<file path="src/rtl/io_pkg.sv">
// io_pkg: shared constants for the memory-mapped UART transmitter.
//   - I/O register addresses (full 16-bit match inside the 2'b11 I/O window)
//   - STATUS register bit positions
//   - 2-bit TX state encoding
package io_pkg;

    localparam logic [15:0] IO_TXDATA  = 16'hC000;
    localparam logic [15:0] IO_STATUS  = 16'hC001;
    localparam logic [15:0] IO_BAUDDIV = 16'hC002;

    localparam int ST_EMPTY   = 0;
    localparam int ST_FULL    = 1;
    localparam int ST_OVF     = 2;
    localparam int ST_BUSY    = 3;
    localparam int ST_CNT_LSB = 4;

    localparam logic [1:0] S_IDLE  = 2'd0;
    localparam logic [1:0] S_START = 2'd1;
    localparam logic [1:0] S_DATA  = 2'd2;
    localparam logic [1:0] S_STOP  = 2'd3;

endpackage

</file>
<file path="src/rtl/io_fifo.sv">
// io_fifo: byte-wide synchronous FIFO with first-word-fall-through output.
//   clk      system clock
//   rst      asynchronous active-low reset (pointers and count only)
//   push_i   write din_i (ignored when full unless a pop happens on the same edge)
//   pop_i    drop the head entry (ignored when empty)
//   din_i    byte to write
//   dout_o   current head entry
//   empty_o  no entries
//   full_o   FIFO_DEPTH entries
//   count_o  number of entries, 0..FIFO_DEPTH
module io_fifo #(
    parameter int FIFO_DEPTH = 4
) (
    input  logic                          clk,
    input  logic                          rst,
    input  logic                          push_i,
    input  logic                          pop_i,
    input  logic [7:0]                    din_i,
    output logic [7:0]                    dout_o,
    output logic                          empty_o,
    output logic                          full_o,
    output logic [$clog2(FIFO_DEPTH):0]   count_o
);

    localparam int AW = $clog2(FIFO_DEPTH);
    localparam int CW = AW + 1;

    logic [7:0]    mem_q [FIFO_DEPTH];
    logic [AW-1:0] wr_ptr_q, rd_ptr_q;
    logic [CW-1:0] count_q;
    logic          push_ok, pop_ok;

    assign empty_o = (count_q == '0);
    assign full_o  = (count_q == CW'(FIFO_DEPTH));
    assign count_o = count_q;
    assign dout_o  = mem_q[rd_ptr_q];

    // A pop on the same edge frees the slot, so a push into a full FIFO is still accepted.
    assign pop_ok  = pop_i && !empty_o;
    assign push_ok = push_i && (!full_o || pop_ok);

    always_ff @(posedge clk or negedge rst) begin
        if (!rst) begin
            wr_ptr_q <= '0;
            rd_ptr_q <= '0;
            count_q  <= '0;
        end else begin
            if (push_ok) wr_ptr_q <= wr_ptr_q + 1'b1;
            if (pop_ok)  rd_ptr_q <= rd_ptr_q + 1'b1;
            case ({push_ok, pop_ok})
                2'b10:   count_q <= count_q + CW'(1);
                2'b01:   count_q <= count_q - CW'(1);
                default: count_q <= count_q;
            endcase
        end
    end

    always_ff @(posedge clk) begin
        if (push_ok) mem_q[wr_ptr_q] <= din_i;
    end

endmodule

</file>
<file path="src/rtl/io_uart_tx.sv">
// io_uart_tx: memory-mapped 8N1 UART transmitter in the I/O window adr[15:14] == 2'b11.
//   clk        system clock
//   rst        asynchronous active-low reset
//   memwrite   store strobe (one cycle per access)
//   memread    load strobe (one cycle per access)
//   adr        access address (C000 TXDATA, C001 STATUS, C002 BAUDDIV)
//   writedata  store data
//   iodata     registered load data, valid the cycle after memread
//   tx         serial line, idle high
//   irq        high while the FIFO has room and no overflow is pending
module io_uart_tx
    import io_pkg::*;
#(
    parameter int          FIFO_DEPTH  = 4,
    parameter logic [15:0] DEFAULT_DIV = 16'd434
) (
    input  logic        clk,
    input  logic        rst,
    input  logic        memwrite,
    input  logic        memread,
    input  logic [15:0] adr,
    input  logic [15:0] writedata,
    output logic [15:0] iodata,
    output logic        tx,
    output logic        irq
);

    localparam int CW = $clog2(FIFO_DEPTH) + 1;

    // A zero divisor would never end a bit; clamp it to the fastest legal rate.
    function automatic logic [15:0] div_sat(input logic [15:0] v);
        return (v == 16'd0) ? 16'd1 : v;
    endfunction

    logic          sel, wr_txdata, wr_div, rd_status;
    logic          fifo_pop, fifo_empty, fifo_full;
    logic [7:0]    fifo_dout;
    logic [CW-1:0] fifo_count;
    logic [15:0]   status;

    logic [1:0]  state_q, state_d;
    logic [15:0] cnt_q, cnt_d;
    logic [2:0]  bitidx_q, bitidx_d;
    logic [7:0]  shift_q, shift_d;
    logic [15:0] div_q, div_d;
    logic        ovf_q, ovf_d;
    logic [15:0] iodata_q, iodata_d;
    logic        tx_q, tx_d;

    assign sel       = (adr[15:14] == 2'b11);
    assign wr_txdata = memwrite && (adr == IO_TXDATA);
    assign wr_div    = memwrite && (adr == IO_BAUDDIV);
    assign rd_status = memread && (adr == IO_STATUS);

    io_fifo #(.FIFO_DEPTH(FIFO_DEPTH)) u_fifo (
        .clk     (clk),
        .rst     (rst),
        .push_i  (wr_txdata),
        .pop_i   (fifo_pop),
        .din_i   (writedata[7:0]),
        .dout_o  (fifo_dout),
        .empty_o (fifo_empty),
        .full_o  (fifo_full),
        .count_o (fifo_count)
    );

    always_comb begin
        status               = '0;
        status[ST_EMPTY]     = fifo_empty;
        status[ST_FULL]      = fifo_full;
        status[ST_OVF]       = ovf_q;
        status[ST_BUSY]      = (state_q != S_IDLE);
        status[ST_CNT_LSB +: 4] = 4'(fifo_count);
    end

    // Bit timer: cnt_q counts div-1 .. 0 within each bit; the divisor is only
    // re-read at a bit boundary so a BAUDDIV write never stretches the current bit.
    always_comb begin
        state_d  = state_q;
        cnt_d    = cnt_q;
        bitidx_d = bitidx_q;
        shift_d  = shift_q;
        fifo_pop = 1'b0;
        case (state_q)
            S_IDLE: begin
                if (!fifo_empty) begin
                    fifo_pop = 1'b1;
                    shift_d  = fifo_dout;
                    cnt_d    = div_q - 16'd1;
                    state_d  = S_START;
                end
            end
            S_START: begin
                if (cnt_q == 16'd0) begin
                    cnt_d    = div_q - 16'd1;
                    bitidx_d = 3'd0;
                    state_d  = S_DATA;
                end else begin
                    cnt_d = cnt_q - 16'd1;
                end
            end
            S_DATA: begin
                if (cnt_q == 16'd0) begin
                    cnt_d = div_q - 16'd1;
                    if (bitidx_q == 3'd7) state_d = S_STOP;
                    else                  bitidx_d = bitidx_q + 3'd1;
                end else begin
                    cnt_d = cnt_q - 16'd1;
                end
            end
            default: begin // S_STOP
                if (cnt_q == 16'd0) begin
                    // Back-to-back frames: the next start bit follows the stop bit directly.
                    if (!fifo_empty) begin
                        fifo_pop = 1'b1;
                        shift_d  = fifo_dout;
                        cnt_d    = div_q - 16'd1;
                        state_d  = S_START;
                    end else begin
                        state_d = S_IDLE;
                    end
                end else begin
                    cnt_d = cnt_q - 16'd1;
                end
            end
        endcase
    end

    // tx is registered from the next state so the line is glitch-free.
    always_comb begin
        case (state_d)
            S_START: tx_d = 1'b0;
            S_DATA:  tx_d = shift_d[bitidx_d];
            default: tx_d = 1'b1;
        endcase
    end

    always_comb begin
        div_d = wr_div ? div_sat(writedata) : div_q;
        // Setting wins over a same-edge STATUS read so a fresh overflow is not lost.
        if (wr_txdata && fifo_full && !fifo_pop) ovf_d = 1'b1;
        else if (rd_status)                      ovf_d = 1'b0;
        else                                     ovf_d = ovf_q;
        iodata_d = iodata_q;
        if (memread && sel) begin
            case (adr)
                IO_STATUS:  iodata_d = status;
                IO_BAUDDIV: iodata_d = div_q;
                default:    iodata_d = 16'd0;
            endcase
        end
    end

    always_ff @(posedge clk or negedge rst) begin
        if (!rst) begin
            state_q  <= S_IDLE;
            cnt_q    <= '0;
            bitidx_q <= '0;
            div_q    <= DEFAULT_DIV;
            ovf_q    <= 1'b0;
            iodata_q <= '0;
            tx_q     <= 1'b1;
        end else begin
            state_q  <= state_d;
            cnt_q    <= cnt_d;
            bitidx_q <= bitidx_d;
            div_q    <= div_d;
            ovf_q    <= ovf_d;
            iodata_q <= iodata_d;
            tx_q     <= tx_d;
        end
    end

    always_ff @(posedge clk) begin
        shift_q <= shift_d;
    end

    assign iodata = iodata_q;
    assign tx     = tx_q;
    assign irq    = !fifo_full && !ovf_q;

endmodule

</file>
<file path="config.mk">
export PLATFORM = sky130hd
export DESIGN_NAME = io_uart_tx
export DESIGN_NICKNAME = d
export VERILOG_FILES = /design/src/rtl/io_pkg.sv /design/src/rtl/io_fifo.sv /design/src/rtl/io_uart_tx.sv
export SDC_FILE = /design/constraint.sdc
export NUM_CORES = 1
export LEC_CHECK = 0
export BUFFER_PORTS_ARGS = -buffer_cell sky130_fd_sc_hd__buf_2
export CORE_UTILIZATION = 57
export DETAILED_ROUTE_END_ITERATION = 12
export PLACE_DENSITY = 0.84
export SYNTH_ARGS = -nofsm -noshare
export SYNTH_HDL_FRONTEND = slang
export SYNTH_SLANG_ARGS = --single-unit
</file>
<file path="constraint.sdc">
create_clock -name clk -period 3.8 [get_ports clk]
set_input_delay 0.38 -clock clk [delete_from_list [all_inputs] [get_ports clk]]
set_output_delay 0.38 -clock clk [all_outputs]
set_load 0.1 [all_outputs]
</file>
Word-level counts from Yosys, hierarchy flattened --
Memories as Yosys holds them, arrays and structs flattened. Cells that the tools add are included.
Word-level totals: flip-flop bits (word level) 70, latch bits 0, RAM bits 32, bits in read-only memories 0, bits of input ports 36, output and inout bits 18, logic and storage cells 85, memories kept 1
Operators by class: add/sub/neg operators 7, multiply operators 0, div/mod/pow operators 0, order comparisons 1, eq/ne operators 12, shift-type cells 0, multiplexer cells 31, bitwise operators 0, reductions and logical operators 22
Memory list:
- u_fifo.mem_q | words 4, width 8, rd ports 1, clocked after Yosys merged registers in 0, wr ports 1, line io_fifo.sv:28 | logic [7:0] mem_q [FIFO_DEPTH];
Operator list (number):
- $mux W16 | 4
- $pmux W16 S2 | 2
- $eq A16 B16 Y1 const B | 3
- $logic_not A16 Y1 | 2
- $sub A16 B1 Y16 const B | 2
- $mux W8 | 2
- $pmux W8 S2 | 1
- $pmux W3 S2 | 2
- $mux W2 | 5
- $logic_and A1 B1 Y1 | 9
- $mux W3 | 3
- $eq A2 B2 Y1 const B | 4
- $mux W1 | 8
- $add A3 B1 Y3 const B | 2
- $eq A2 B1 Y1 const B | 3
- $eq A3 B3 Y1 const B | 2
- $pmux W2 S3 | 1
- $reduce_bool A2 Y1 | 3
- $add A2 B1 Y2 const B | 2
- $logic_not A1 Y1 | 4
- $lt A3 B4 Y1 const B | 1
- $pmux W1 S2 | 2
- $bmux W1 S3 | 1
- $logic_not A3 Y1 | 1
- 4 further kinds | 4

Depth between registers and ports, before layout --
Gate-level depths: netlist of the first run.
depth after elaboration 9, depth in mapped cells 14, gate-level depth less buffers 13

Modules after synthesis --
A second synthesis of the first run with hierarchy kept.
Unflattened totals: cell total of the unflattened synthesis 532, area, all modules 5736.8 µm²
By module, submodules not included:
- io_uart_tx | times used 1, cells an instance 438, area an instance 4067.7 µm², sequential area each 1544.0 µm²
- io_fifo | times used 1, cells an instance 94, area an instance 1669.1 µm², sequential area each 1136.1 µm²

Least setup slack after synthesis of the first run --
Ideal clock, no wire load.
path type reg2reg, start point register cnt_q[0], end point register u_fifo.count_q[2] (netlist: u_fifo.count_o[2]), setup time 0.079 ns, arrival 2.706 ns, data required time 3.721 ns, setup slack 1.015 ns, stages on the path, launching flop included 14, path buffers 1, path through dfrtp_1 > inv_1 > ha_1 > nor4b_1 > and4_1 > buf_2 > a21oi_1 > nor2_1 > ha_1 > inv_1 > fa_1 > xor2_1 > nor2_1 > xor2_1
On the way: longest elaborated chain between the ends 8
Ends and longest elaborated chain:
- from (decl) | line io_uart_tx.sv:42 | logic [15:0] cnt_q, cnt_d;
- from (signal assigned) | line io_uart_tx.sv:165 | cnt_q <= cnt_d;
- $logic_not A16 Y1 (*) | line io_uart_tx.sv:112 | if (cnt_q == 16'd0) begin
- $mux W1 (*) | line io_uart_tx.sv:112
- $pmux W1 S2 (*) | line io_uart_tx.sv:84 | case (state_q)
- $logic_and A1 B1 Y1 (*) | line io_fifo.sv:39 | assign pop_ok = pop_i && !empty_o;
- via u_fifo.pop_ok | line io_fifo.sv:31 | logic push_ok, pop_ok;
- $logic_or A1 B1 Y1 | line io_fifo.sv:40 | assign push_ok = push_i && (!full_o || pop_ok);
- $logic_and A1 B1 Y1 | line io_fifo.sv:40
- $eq A2 B1 Y1 or $eq A2 B2 Y1 (tied branches) | line io_fifo.sv:50 | case ({push_ok, pop_ok})
- $pmux W3 S2 or $reduce_bool A2 Y1 (tied branches)
- to (signal assigned) | line io_fifo.sv:51 | 2'b10: count_q <= count_q + CW'(1);
- to (signal assigned) | line io_fifo.sv:52 | 2'b01: count_q <= count_q - CW'(1);
- to (signal assigned) | line io_fifo.sv:53 | default: count_q <= count_q;
- to (decl) | line io_fifo.sv:30 | logic [CW-1:0] count_q;
The timed path passes the listed nets; every way through them passes the cells marked *. A chain may end at the register's enable or synchronous reset.

Worst setup path in the final report of the first run --
Same ends and word-level chain as after synthesis.

==> results of run 1 <==
synth_stat cells, drive strengths merged (7+ instances only):
cell    count  area share [%]
nand2      60             4.2
dfrtp      56              26
nor2       35             2.4
edfxtp     32              18
o21ai      31             2.9
a21oi      25             2.3
inv        24             1.7
nor4       18             2.4
clkbuf     17             1.7
xor2       16             2.6
mux2       15             3.1
ha         12             2.8
nor3       12             1.1
xnor2      11             1.8
o22ai       9             1.0
dfxtp       8             3.0
mux4        8             3.4
a22oi       7            0.97
a32oi       7             1.1
buf         7            0.88
or4         7             1.1
area by class of cell:
cell class	count	area share, %
timing repair buffer	64	5.82
clock inverter	7	1.53
clock buffer	9	2.07
tap	129	2.70
sequential	102	44.8
multi-input combinational	361	41.6
inverter	24	1.51
registers in the layout, summed over array words and instances (netlist names):
signal,count
ovf_q,1
u_fifo.mem_q,32
iodata,16
bitidx_q,3
tx,1
u_fifo.count_o,3
state_q,2
u_fifo.wr_ptr_q,2
cnt_q,16
u_fifo.rd_ptr_q,2
div_q,16
shift_q,8
path summary, 6_finish.rpt:
kind | from | end | slack (ps) | depth (start not counted)
min reg2reg | shift_q[5] | shift_q[5] | 470 | 2
max reg2reg | cnt_q[0] | u_fifo.count_o[2] | 660 | 14
max in group asynchronous | rst | tx | 2750 | 2
max | cnt_q[0] | u_fifo.count_o[2] | 660 | 14
min in group clk | writedata[10] | div_q[10] | 250 | 2
min | rst | cnt_q[8] | 150 | 1
worst reg2reg max path, cell delays in order, from the launching register on:
cell	delay (ps)
dfrtp_1	440
inv_1	80
ha_1	230
nor4b_1	350
and4_1	240
buf_4	170
a21oi_1	160
nor2_1	140
buf_4	180
ha_1	200
inv_1	60
fa_1	380
xor2_1	150
nor2_1	130
xor2_1	160
power groups by stage:
stage               sequential [uW]  combinational, uW  clock, uW
detailed placement             1500               1640          0
finish                         1490               1700        711
CTS                            1480               1660        725
floorplan                      1440               1290          0
global placement               1490               1580          0
global route                   1510               1830        758
logic make-up (layout without fill, tap and decap cells):
family	after synthesis	in the layout	share of synthesized area, %
XOR/XNOR	27	27	4.36
adder cells (fa/ha/maj)	13	13	3.14
multiplexers	29	29	7.61
AND/OR/NAND/NOR	172	172	16.3
AO/OA/AOI/OAI	120	120	14.3
buffers and inverters	49	104	4.87
flip-flops	102	102	49.4
through the flow:
step                      hold WS [ps]  total power [uW]  utilization (%)  std cells  cell area (sq um)
after detailed placement           443              3140             62.4        680               5760
after CTS                          168              3870             64.7        696               5980
after floorplan                   84.4              2720                -        512               5420
after global routing               228              4100             64.7        696               5980
after global placement             428              3070             62.4        680               5760
final                              147              3900             64.7        696               5980
metal layers:
metal	track usage, %	share of wire (%)	vias up
met4	14.6	3.8	0
met2	44.6	47	238
met5	0	0	-
met1	38.3	42	2048
met3	5.13	8.1	50
li1	-	-	1991
==> impl_metrics.py, run 1 <==
metrics = {
    "setup_path": {
        "cp_cell_sequence": "inv_1 -> ha_1 -> nor4b_1 -> and4_1 -> buf_4 -> a21oi_1 -> nor2_1 -> buf_4 -> ha_1 -> inv_1 -> fa_1 -> xor2_1 -> nor2_1 -> xor2_1",
        "critical_path_required_ps": 4100,
        "critPathBufInv": 4,
        "slowest_delay_ps": 440,
        "cp-end-kind": "register",
        "cp_top_family": "simple AND/OR/NAND/NOR gates",
        "critPathSlowestCell": "dfrtp_1",
        "worstPathMaxFanout": 10,
        "crit_type": "reg2reg",
        "start_kind": "register",
        "arrival_ps": 3440,
    },
    "cts": {
        "clockRootBuffer": "clkbuf_8",
        "clock-sinks": 102,
        "cts_resized": 0,
        "cts_tree": "yes",
        "path_clk_slew_ps": 110,
        "ctsHoldBuffers": 0,
        "cts-root-to-sink-buffers": 2,
        "numCtsBuffers": 9,
        "insertion_delay_ps": 370,
        "htree_levels": 3,
        "cts_setup_buffers": 0,
    },
    "cells_and_area": {
        "syn_to_final_growth_pct": 10.2,
        "mostFrequentLayoutCell": "nand2_1",
        "seq_area_sq_um": 2680,
        "multi_input_area_sq_um": 2480,
        "antenna_cells": 0,
        "fillers": 706,
        "drive_gt1_share_pct": 21.2,
        "final_cell_mix": "60 x nand2_1, 56 x dfrtp_1, 53 x buf_2, 35 x nor2_1, 32 x edfxtp_1",
        "finish.net_count": 611,
    },
    "timing": {
        "slew_headroom_pct": 33.4,
        "drv_slew": 0,
        "clock_skew_ps": 5.07,
        "period_minus_slack_ps": 3140,
        "timing.final.ws_setup_ps": 655,
        "tightestPinTransition_ps": 997,
        "tns_ps": 0,
        "rsz0062_at_grt": "no",
        "setup_violations": 0,
        "final.period_utilization_pct": 82.8,
        "final_hold_viol_count": 0,
        "fmax_mhz": 318,
    },
    "drt": {
        "via_count": 4327,
        "drtIter0Drc": 369,
        "first_pass_iters": 6,
        "vias_per_cell": 6.22,
        "ant_nets": 0,
        "wl_per_cell_microns": 19.1,
        "route.detailed.drc": 0,
        "wl_mm": 13.3,
    },
    "place": {
        "pre_cts_ws_ps": 752,
        "hpwlAfterDp_mm": 9.47,
        "portBuffers": 53,
        "gp_congestion": 0.939,
    },
    "global_route": {
        "antenna_found_initial": 0,
        "grt_max_degree": 44,
        "grt_pass1_wl_mm": 21.6,
        "first_global_vias": 4261,
        "grt_overflow": 0,
        "grt_usage_pct": 28.5,
    },
    "power_and_ir_drop": {
        "seqPwrFrac_pct": 38.2,
        "p_leak_uw": 0.00258,
        "power.switching_uw": 1680,
        "power_density_nw_per_um2": 652,
        "power_frac_clock_pct": 18.2,
        "switching_share_pct": 43.2,
        "intPower_uw": 2220,
        "pwr-share-comb_pct": 43.6,
        "worst_ir_drop_vdd_mv": 0.363,
    },
    "synth": {
        "synth_flop_cell": "dfrtp_1",
        "async_flop_share_pct": 60.8,
        "synth.avg_cell_area_sq_um": 10.6,
        "yosysWarnings": 0,
        "ys_seq_area_share_pct": 49.4,
        "netlist_instances": 512,
        "synth.distinct_cells": 67,
        "synth_edf_count": 32,
        "synth_seq_cells": 102,
        "synth_fp_nets": 561,
        "synthesis.area_sq_um": 5420,
    },
    "floorplanning": {
        "die_area_sq_um": 9910,
        "initial_core_util_pct": 58.7,
        "core_sq_um": 9240,
        "ioPinCount": 54,
        "rows": 35,
        "die-width_microns": 99.6,
        "die_h_microns": 99.6,
    },
    "status": {
        "status": "finished clean",
    },
    "worst_hold_path": {
        "hold_class": "in2async",
    },
    "run": {
        "cap_violations": 0,
    },
}
No activity file was read; power rests on OpenSTA's default activity.
==> run 2, diff against run 1 <==
==> constraint.sdc (replaced) <==
create_clock -name clk -period 3.2 [get_ports clk]
set_input_delay 0.32 -clock clk [delete_from_list [all_inputs] [get_ports clk]]
set_output_delay 0.32 -clock clk [all_outputs]
set_load 0.1 [all_outputs]
==> impl_metrics.py, run 2 (synthesized netlist as in run 1, its figures left out) <==
metrics = {
    "cells_and_area": {
        "antenna_cells": 0,
        "syn_to_final_growth_pct": 11.4,
        "final_cell_mix": "60 x nand2_1, 56 x dfrtp_1, 53 x buf_2, 35 x nor2_1, 32 x edfxtp_1",
        "mostFrequentLayoutCell": "nand2_1",
        "fillers": 680,
        "drive_gt1_share_pct": 22.1,
        "finish.net_count": 619,
        "largest_register_ff_count": 32,
        "largest_register": "u_fifo.mem_q",
    },
    "floorplanning": {
        "rows": 35,
        "die_area_sq_um": 9910,
        "die_h_microns": 99.6,
        "die-width_microns": 99.6,
        "ioPinCount": 54,
        "core_sq_um": 9240,
        "initial_core_util_pct": 58.7,
    },
    "cts": {
        "cts_resized": 0,
        "path_clk_slew_ps": 110,
        "cts_setup_buffers": 0,
        "numCtsBuffers": 9,
        "clockRootBuffer": "clkbuf_8",
        "htree_levels": 3,
        "clock-sinks": 102,
        "ctsHoldBuffers": 1,
        "insertion_delay_ps": 380,
        "cts_tree": "yes",
        "cts-root-to-sink-buffers": 2,
    },
    "power_and_ir_drop": {
        "worst_ir_drop_vdd_mv": 0.476,
        "power_density_nw_per_um2": 771,
        "p_leak_uw": 0.00262,
    },
    "setup_path": {
        "r2r_setup_slack_ps": 320,
        "reg2reg_depth": 10,
        "arrival_ps": 3180,
        "start_kind": "register",
        "reg2reg_to": "u_fifo.count_o[2]",
        "crit_type": "reg2reg",
        "r2r-start": "cnt_q[6]",
        "critical_path_required_ps": 3500,
        "worstPathMaxFanout": 7,
        "cp-end-kind": "register",
    },
    "timing": {
        "timing.final.ws_setup_ps": 319,
        "tns_ps": 0,
        "rsz0062_at_grt": "no",
        "setup_violations": 0,
        "tightestPinTransition_ps": 918,
        "final.period_utilization_pct": 90.0,
        "period_minus_slack_ps": 2880,
        "slew_headroom_pct": 38.7,
        "fmax_mhz": 347,
        "final_hold_viol_count": 0,
        "drv_slew": 0,
        "clock_skew_ps": 13.8,
    },
    "status": {
        "status": "finished clean",
    },
    "place": {
        "pre_cts_ws_ps": 361,
        "portBuffers": 53,
        "hpwlAfterDp_mm": 9.47,
        "gp_congestion": 0.993,
    },
    "drt": {
        "drtIter0Drc": 390,
        "via_count": 4391,
        "route.detailed.drc": 0,
        "wl_mm": 13.0,
        "first_pass_iters": 5,
        "vias_per_cell": 6.24,
        "ant_nets": 0,
        "wl_per_cell_microns": 18.5,
    },
    "run": {
        "cap_violations": 0,
    },
    "global_route": {
        "grt_max_degree": 51,
        "grt_pass1_wl_mm": 21.6,
        "top_usage_layer": "met2",
        "first_global_vias": 4398,
        "use_met3_pct": 5.20,
        "grt_usage_pct": 28.2,
        "grt_overflow": 0,
        "met1_usage_pct": 36.5,
        "use_met2_pct": 47.4,
        "antenna_found_initial": 0,
    },
    "worst_hold_path": {
        "holdPathEnd": "div_q[11]",
        "hp-start": "writedata[11]",
        "hold_class": "in2reg",
        "hold_path_depth": 2,
    },
}
-- run 2: cell types whose count changed in the layout (fill, tap and decap cells not counted), sizes merged --
cell         delta
inv             -1
dlygate4sd3     +1
buf             +7
clkinv          +1
-- run 2: area by class of cell --
cell class / instances / area, sq um / share of cell area (%)
flip-flops and latches: 102 / 2680 / 44.4
multi-input cells: 361 / 2480 / 41.1
inverters: 24 / 90.1 / 1.49
clock inverters: 7 / 91.3 / 1.51
well taps: 129 / 161 / 2.67
repair buffers: 72 / 410 / 6.79
clock buffers: 9 / 124 / 2.05
-- run 2: routing by layer --
metal | wire [microns] | part of all wire, % | vias up
li1 | - | - | 2009
met1 | 5500 | 42 | 2151
met2 | 6330 | 49 | 199
met3 | 892 | 6.8 | 32
met4 | 308 | 2.4 | 0
met5 | 0 | 0 | -
-- run 2: per-stage QoR --
stage	utilization, %	cells	hold slack (ps)	power (uW)	cell area [sq um]
2_1_floorplan	-	512	24.4	3230	5420
5_1_grt	65.4	704	181	4930	6040
3_3_place_gp	63.0	687	236	3700	5820
6_report	65.4	704	189	4660	6040
4_1_cts	65.4	704	176	4630	6040
3_5_place_dp	63.0	687	241	3790	5820
-- run 2: how the worst max path moves through the flow --
stage	startpoint	end	cells past startpoint
CTS	cnt_q[0]	tx	9
floorplan	cnt_q[0]	u_fifo.count_o[2]	13
global placement	cnt_q[0]	tx	9
finish	cnt_q[6]	u_fifo.count_o[2]	10
detailed placement	cnt_q[0]	tx	9
global route	cnt_q[6]	u_fifo.count_o[2]	10
-- run 2: worst max-delay path: stages, from the launching register on --
cell	delay [ps]
dfrtp_1	460
nor4_1	580
and4_1	330
a21oi_1	170
nor2_1	210
ha_1	200
inv_1	60
fa_1	370
xor2_1	150
nor2_1	120
xor2_1	150
-- run 2: report_power, final --
group	internal (uW)	switching, uW
combinational	837	1230
sequential	1520	223
clock	320	524
total	2680	1980
==> run 3, diff against run 2 <==
--- a/config.mk
+++ b/config.mk
@@ -9,6 +9,7 @@
 export CORE_UTILIZATION = 57
 export DETAILED_ROUTE_END_ITERATION = 12
 export PLACE_DENSITY = 0.84
+export REMOVE_ABC_BUFFERS = 1
 export SYNTH_ARGS = -nofsm -noshare
 export SYNTH_HDL_FRONTEND = slang
 export SYNTH_SLANG_ARGS = --single-unit
==> impl_metrics.py, run 3 (synthesized netlist as in run 1, its figures left out) <==
metrics = {
    "setup_path": {
        "worstPathMaxFanout": 5,
        "crit_path_start": "cnt_q[0]",
        "critical_path_required_ps": 3500,
        "cp-endpoint": "u_fifo.count_o[2]",
        "crit_type": "reg2reg",
        "r2r_setup_slack_ps": 300,
        "cp-end-kind": "register",
        "r2r-start": "cnt_q[0]",
        "reg2reg_depth": 12,
        "reg2reg_to": "u_fifo.count_o[2]",
        "start_kind": "register",
        "arrival_ps": 3200,
    },
    "power_and_ir_drop": {
        "power_density_nw_per_um2": 774,
        "p_leak_uw": 0.00261,
        "worst_ir_drop_vdd_mv": 0.476,
    },
    "cts": {
        "cts-root-to-sink-buffers": 2,
        "htree_levels": 3,
        "cts_setup_buffers": 0,
        "clockRootBuffer": "clkbuf_8",
        "cts_resized": 0,
        "cts_tree": "yes",
        "insertion_delay_ps": 380,
        "numCtsBuffers": 9,
        "path_clk_slew_ps": 120,
        "clock-sinks": 102,
        "ctsHoldBuffers": 0,
    },
    "floorplanning": {
        "ioPinCount": 54,
        "initial_core_util_pct": 58.7,
        "rows": 35,
        "die_area_sq_um": 9910,
        "die_h_microns": 99.6,
        "core_sq_um": 9240,
        "die-width_microns": 99.6,
    },
    "timing": {
        "clock_skew_ps": 14.0,
        "tns_ps": 0,
        "drv_slew": 0,
        "final_hold_viol_count": 4,
        "holdWs_ps": -9.78,
        "fmax_mhz": 344,
        "period_minus_slack_ps": 2900,
        "tightestPinTransition_ps": 1120,
        "slew_headroom_pct": 25.0,
        "setup_violations": 0,
        "final.period_utilization_pct": 90.7,
        "rsz0062_at_grt": "no",
    },
    "global_route": {
        "antenna_found_initial": 0,
        "grt_overflow": 0,
        "grt_pass1_wl_mm": 21.4,
        "grt_usage_pct": 28.0,
        "first_global_vias": 4286,
        "grt_max_degree": 34,
    },
    "drt": {
        "wl_mm": 13.0,
        "ant_nets": 0,
        "via_count": 4387,
        "drtIter0Drc": 393,
        "vias_per_cell": 6.25,
        "first_pass_iters": 8,
        "route.detailed.drc": 0,
        "wl_per_cell_microns": 18.6,
    },
    "cells_and_area": {
        "mostFrequentLayoutCell": "nand2_1",
        "syn_to_final_growth_pct": 11.1,
        "fillers": 731,
        "drive_gt1_share_pct": 22.0,
        "multi_input_area_sq_um": 2480,
        "final_cells": 702,
        "antenna_cells": 0,
        "final_cell_mix": "60 x nand2_1, 56 x dfrtp_1, 53 x buf_2, 35 x nor2_1, 32 x edfxtp_1",
        "largest_register_ff_count": 32,
        "finish.net_count": 617,
        "largest_register": "u_fifo.mem_q",
        "seq_area_sq_um": 2680,
    },
    "status": {
        "status": "complete, but fails checks",
        "violations": "hold timing",
    },
    "place": {
        "portBuffers": 53,
        "dp_cells": 686,
        "gp_congestion": 1.04,
        "hpwlAfterDp_mm": 9.55,
    },
    "worst_hold_path": {
        "hold_class": "in2async",
    },
    "run": {
        "cap_violations": 0,
    },
}
## run 3: metrics by stage
stage	instance area [sq um]	power [uW]	hold slack, ps	worst slack (ps)	utilization [%]
finish	6020	4660	-9.78	297	65.2
global route	6020	4920	62.1	153	65.2
CTS	6020	4620	11.6	386	65.2
detailed placement	5810	3780	425	379	62.9
global placement	5810	3700	413	488	62.9
floorplan	5250	3150	24.4	330	-
## run 3: power by group
| part | total, uW | internal [uW] | switching, uW | leakage [uW] |
|---|---|---|---|---|
| registers | 1760 | 1520 | 232 | 0.00116 |
| logic | 2060 | 829 | 1230 | 0.00134 |
| clock network | 849 | 320 | 529 | 0.000106 |
| total | 4660 | 2670 | 1990 | 0.00261 |
## run 3: routing by layer
layer | vias up | track usage, % | routed length, microns
met3 | 39 | 4.08 | 899
li1 | 1998 | - | -
met4 | 0 | 12.3 | 364
met2 | 201 | 46.7 | 6410
met5 | - | 0 | 0
met1 | 2149 | 36.7 | 5370
## run 3: worst min-delay path by stage
| stage | endpoint | slack (ps) |
|---|---|---|
| after global placement | iodata[14] | 410 |
| after floorplan | bitidx_q[0] | 20 |
| after CTS | iodata[1] | 10 |
| after global routing | iodata[1] | 60 |
| final | iodata[1] | -10 |
| after detailed placement | iodata[1] | 420 |
## run 3: final cells by class
cell class,count,share of cell area [%]
Tap cell,129,2.68
Multi-Input combinational cell,361,41.2
Sequential cell,102,44.5
Clock buffer,9,2.06
Timing Repair Buffer,70,6.52
Clock inverter,7,1.52
Inverter,24,1.50
## run 3: worst max-delay path: stages (launching register included)
cell and delay (ps):
dfrtp_1 430, inv_1 70, ha_1 220, nor4b_1 340, and4_1 290, a21oi_1 170
nor2_1 240, ha_1 220, inv_1 70, fa_1 380, xor2_1 150, nor2_1 110
xor2_1 150
